`src/rtl/irq_priority_encoder.sv`:
```
// Six-source interrupt priority encoder: captures edge/level requests, masks them,
// and presents the lowest-index eligible source to the CPU with an ack/eret handshake.
module irq_priority_encoder #(
    parameter logic [5:0] EdgeMask = 6'b000000
) (
    input  logic       Clock,
    input  logic       Reset_n,
    input  logic [5:0] Req_In,
    input  logic [5:0] Int_Enable,
    input  logic       Global_En,
    input  logic       Ack,
    input  logic       Eret,
    input  logic       Ovf_Clr,
    output logic       Irq_Out,
    output logic [2:0] Irq_Id,
    output logic       Busy,
    output logic [5:0] Pending,
    output logic [5:0] Overrun
);

    typedef enum logic [1:0] {
        S_IDLE    = 2'd0,
        S_REQ     = 2'd1,
        S_SERVICE = 2'd2
    } state_t;

    state_t     state_q, state_d;
    logic [5:0] req_q;
    logic [5:0] pend_q, pend_d;
    logic [5:0] ovf_q, ovf_d;
    logic [2:0] id_q, id_d;
    logic [5:0] edge_det;
    logic [5:0] ack_clr;
    logic [5:0] eff;
    logic [5:0] id_oh;
    logic       ack_hit;

    // Lowest set index wins; an all-zero vector yields 0 but is never used that way.
    function automatic logic [2:0] lowest_index(input logic [5:0] v);
        logic [2:0] idx;
        idx = 3'd0;
        for (int i = 5; i >= 0; i--) begin
            if (v[i]) begin
                idx = 3'(i);
            end
        end
        return idx;
    endfunction

    assign id_oh   = 6'b000001 << id_q;
    assign ack_hit = (state_q == S_REQ) && Ack;

    // Pending/overrun next state; a new edge beats an Ack clear and an Ovf_Clr.
    always_comb begin
        edge_det = Req_In & ~req_q & EdgeMask;
        if (ack_hit) begin
            ack_clr = id_oh & EdgeMask;
        end else begin
            ack_clr = 6'b000000;
        end
        pend_d = (((pend_q & ~ack_clr) | edge_det) & EdgeMask) | (Req_In & ~EdgeMask);
        if (Ovf_Clr) begin
            ovf_d = 6'b000000;
        end else begin
            ovf_d = ovf_q;
        end
        ovf_d = ovf_d | (edge_det & pend_q & ~ack_clr);
        eff   = pend_q & Int_Enable & {6{Global_En}};
    end

    // Handshake FSM; Irq_Id is only reloaded when leaving IDLE.
    always_comb begin
        state_d = state_q;
        id_d    = id_q;
        case (state_q)
            S_IDLE: begin
                if (eff != 6'b000000) begin
                    state_d = S_REQ;
                    id_d    = lowest_index(eff);
                end else begin
                    state_d = S_IDLE;
                end
            end
            S_REQ: begin
                if (Ack) begin
                    state_d = S_SERVICE;
                end else if ((eff & id_oh) == 6'b000000) begin
                    state_d = S_IDLE;
                end else begin
                    state_d = S_REQ;
                end
            end
            S_SERVICE: begin
                if (Eret) begin
                    state_d = S_IDLE;
                end else begin
                    state_d = S_SERVICE;
                end
            end
            default: begin
                state_d = S_IDLE;
            end
        endcase
    end

    // State registers with synchronous active-low reset.
    always_ff @(posedge Clock) begin
        if (!Reset_n) begin
            state_q <= S_IDLE;
            req_q   <= 6'b000000;
            pend_q  <= 6'b000000;
            ovf_q   <= 6'b000000;
            id_q    <= 3'd0;
        end else begin
            state_q <= state_d;
            req_q   <= Req_In;
            pend_q  <= pend_d;
            ovf_q   <= ovf_d;
            id_q    <= id_d;
        end
    end

    assign Irq_Out = (state_q == S_REQ);
    assign Busy    = (state_q == S_SERVICE);
    assign Irq_Id  = id_q;
    assign Pending = pend_q;
    assign Overrun = ovf_q;

endmodule
```
`config.mk`:
```
export PLATFORM = sky130hd
export DESIGN_NAME = irq_priority_encoder
export DESIGN_NICKNAME = d
export VERILOG_FILES = /design/src/rtl/irq_priority_encoder.sv
export SDC_FILE = /design/constraint.sdc
export NUM_CORES = 1
export LEC_CHECK = 0
export ABC_AREA = 1
export BUFFER_PORTS_ARGS = -buffer_cell sky130_fd_sc_hd__buf_2
export CAP_MARGIN = 15
export CORE_MARGIN = 2
export CORE_UTILIZATION = 46
export CTS_CLUSTER_DIAMETER = 30
export DETAILED_ROUTE_END_ITERATION = 8
export GPL_TIMING_DRIVEN = 0
export PLACE_DENSITY_LB_ADDON = 0.1
export SYNTH_ARGS = -nofsm -noshare
export SYNTH_HDL_FRONTEND = slang
export SYNTH_SLANG_ARGS = --single-unit
```
`constraint.sdc`:
```
create_clock -name Clock -period 2.35 [get_ports Clock]
set_input_delay 0.235 -clock Clock [delete_from_list [all_inputs] [get_ports Clock]]
set_output_delay 0.235 -clock Clock [all_outputs]
set_load 0.02 [all_outputs]
```
==> impl_metrics.tcl <==
set metrics [dict create \
    num_rows 13 \
    drt_wl_total_um 1380 \
    grt_pass1_vias 570 \
    place.port_buffers 25 \
    yosys-mux-area-fraction 0 \
    vdd_drop_max_mv 0.452 \
    clk_latency_ps 270 \
    setup_tns_ps 0 \
    pwr-share-clk 0.277 \
    startpoint_type "flip-flop" \
    synth_top_family_by_area "simple AND/OR/NAND/NOR gates" \
    die_area_mm2 0.00180 \
    n_antenna_cell 0 \
    synth_xor_area_frac 0 \
    rsz0062_at_grt "no" \
    arrival_ps 980 \
    p_sw_w 0.000153 \
    grt-ovfl-total 0 \
    synth_cells 96 \
    antenna_found_initial 0 \
    synth_cell_types 19 \
    post_cts_buffers 0 \
    dieHeight_um 42.4 \
    clock-root-buffer "clkbuf_4" \
    hold_ws_ps 140 \
    crit_start "state_q[0]" \
    p_seq_frac 0.452 \
    min_period_over_period 0.517 \
    cellLeakagePower_nw 0.511 \
    power_per_cell_area_mw_per_mm2 540 \
    cts.sink_count 11 \
    antenna_left 0 \
    clock_path_buffers 2 \
    gp_routability_congestion 0.840 \
    outcome "finished, final reports clean" \
    synth_compound_area_frac 0.0424 \
    postCtsHoldBufs 0 \
    via_per_inst 4.48 \
    drc 0 \
    fmax_mhz 823 \
    ctsResizeCount 0 \
    sw_frac_of_total 0.327 \
    grtUsageTotal 0.167 \
    clkTransAtPathRegs_ps 70 \
    fin_worst_skew_ps 5.14 \
    final-max-slew-violation-count 0 \
    ios 35 \
    min_period_ps 1210 \
    core-area_mm2 0.00133 \
    hold_violations 0 \
    cts_buffers 3 \
    yosysSeqAreaShare 0.325 \
    hold_class "input port to flip-flop" \
    route.vias.total 649 \
    initial_core_util 0.508 \
    synth_seq_cells 11 \
    r2r_start "Pending[0]" \
    drt_pass1_iterations 4 \
    comb_power_share 0.272 \
    grt_pass1_wl_um 2240 \
    ys_warn_count 0 \
    final_common_cell "nand2_1" \
    p_int_w 0.000315 \
    wl_per_cell_um 9.52 \
    dp.final_hpwl_um 1120 \
    drt-initial-drc-count 8 \
    crit_type "flip-flop to output pin" \
    cts_tree "yes" \
    grt_max_degree 10 \
    maxCapViolations 0 \
    cp.required_ps 2120 \
    hp-start "Req_In[4]" \
    syn_avg_cell_area_um2 7.06 \
    drive_above_1_share 0.400 \
    synthSimpleGateAreaFrac 0.441 \
    synthAdderAreaFrac 0 \
    area_growth_pct 27.9 \
    mostFrequentLayoutCells "nand2_1, buf_2, inv_1, dfxtp_1, nor2_1" \
    nNetsFinal 149 \
    setup_viol 0 \
    end_kind "output pin" \
    crit_path_max_fanout 4 \
    die_w_um 42.4 \
    netlist_area_um2 678 \
    htree_levels 1 \
]
==> Yosys cell counts (all sizes together) <==
cell | count | area (um2)
nand3b | 1 | 7.51
nor2 | 13 | 53.8
a21oi | 5 | 28.8
dfxtp | 11 | 220
clkbuf | 1 | 13.8
inv | 15 | 56.3
nand4 | 2 | 12.5
conb | 1 | 3.75
nand2 | 32 | 140
nand3 | 8 | 85.1
buf | 7 | 56.3
==> kinds of logic after synthesis <==
family          count (synthesis)
simple gates                   56
flops                          11
buf+inv                        23
compound gates                  5
other cells                     1
==> final timing paths <==
| check | slack, ps | depth (start not counted) | endpoint |
|---|---|---|---|
| worst max-delay path | 1140 | 3 | Irq_Out |
| worst min-delay path | 140 | 3 | Pending[4] |
| worst max register to register | 1270 | 8 | state_q[0] |
| worst min register to register | 530 | 2 | Irq_Id[2] |
==> state kept, by name (all words and copies together) (netlist names) <==
signal / count
Irq_Id: 3
state_q: 2
Pending: 6
==> power by group through the flow <==
stage | clock [W] | combinational, W | sequential [W]
floorplan | 0 | 0.0000794 | 0.000227
global placement | 0 | 0.000125 | 0.000215
detailed placement | 0 | 0.000127 | 0.000216
CTS | 0.000131 | 0.000128 | 0.000212
global route | 0.000144 | 0.000140 | 0.000214
finish | 0.000130 | 0.000127 | 0.000212
==> final cells by class <==
type	instances	area, um2
buffer	8	70.1
clock buffer	4	26.3
fill	135	467
inverter	15	56.3
multi-input combinational	67	350
sequential	11	220
tap	15	18.8
timing repair buffer	25	125
==> critical path, cell delays in order, from the launching register on <==
cell and delay (ps):
dfxtp_1 370, inv_1 50, nor2_1 110, buf_2 180
==> per-stage QoR <==
step / cells / cell area (um2) / setup slack [ps] / util / power (W)
2_1_floorplan: 101 / 697 / 1250 / - / 0.000306
3_3_place_gp: 141 / 841 / 1250 / 0.630 / 0.000340
3_5_place_dp: 141 / 841 / 1240 / 0.630 / 0.000343
4_1_cts: 145 / 867 / 1130 / 0.650 / 0.000471
5_1_grt: 145 / 867 / 1030 / 0.650 / 0.000497
6_report: 145 / 867 / 1140 / 0.650 / 0.000469
==> layer usage <==
metal / vias to the layer above / part of all wire / wire (um) / track usage
li1: 344 / - / - / -
met1: 277 / 0.43 / 597 / 0.175
met2: 23 / 0.48 / 661 / 0.302
met3: 5 / 0.062 / 86 / 0.0388
met4: 0 / 0.025 / 34 / 0.0938
met5: - / 0 / 0 / 0
No activity file was read; power rests on OpenSTA's default activity.
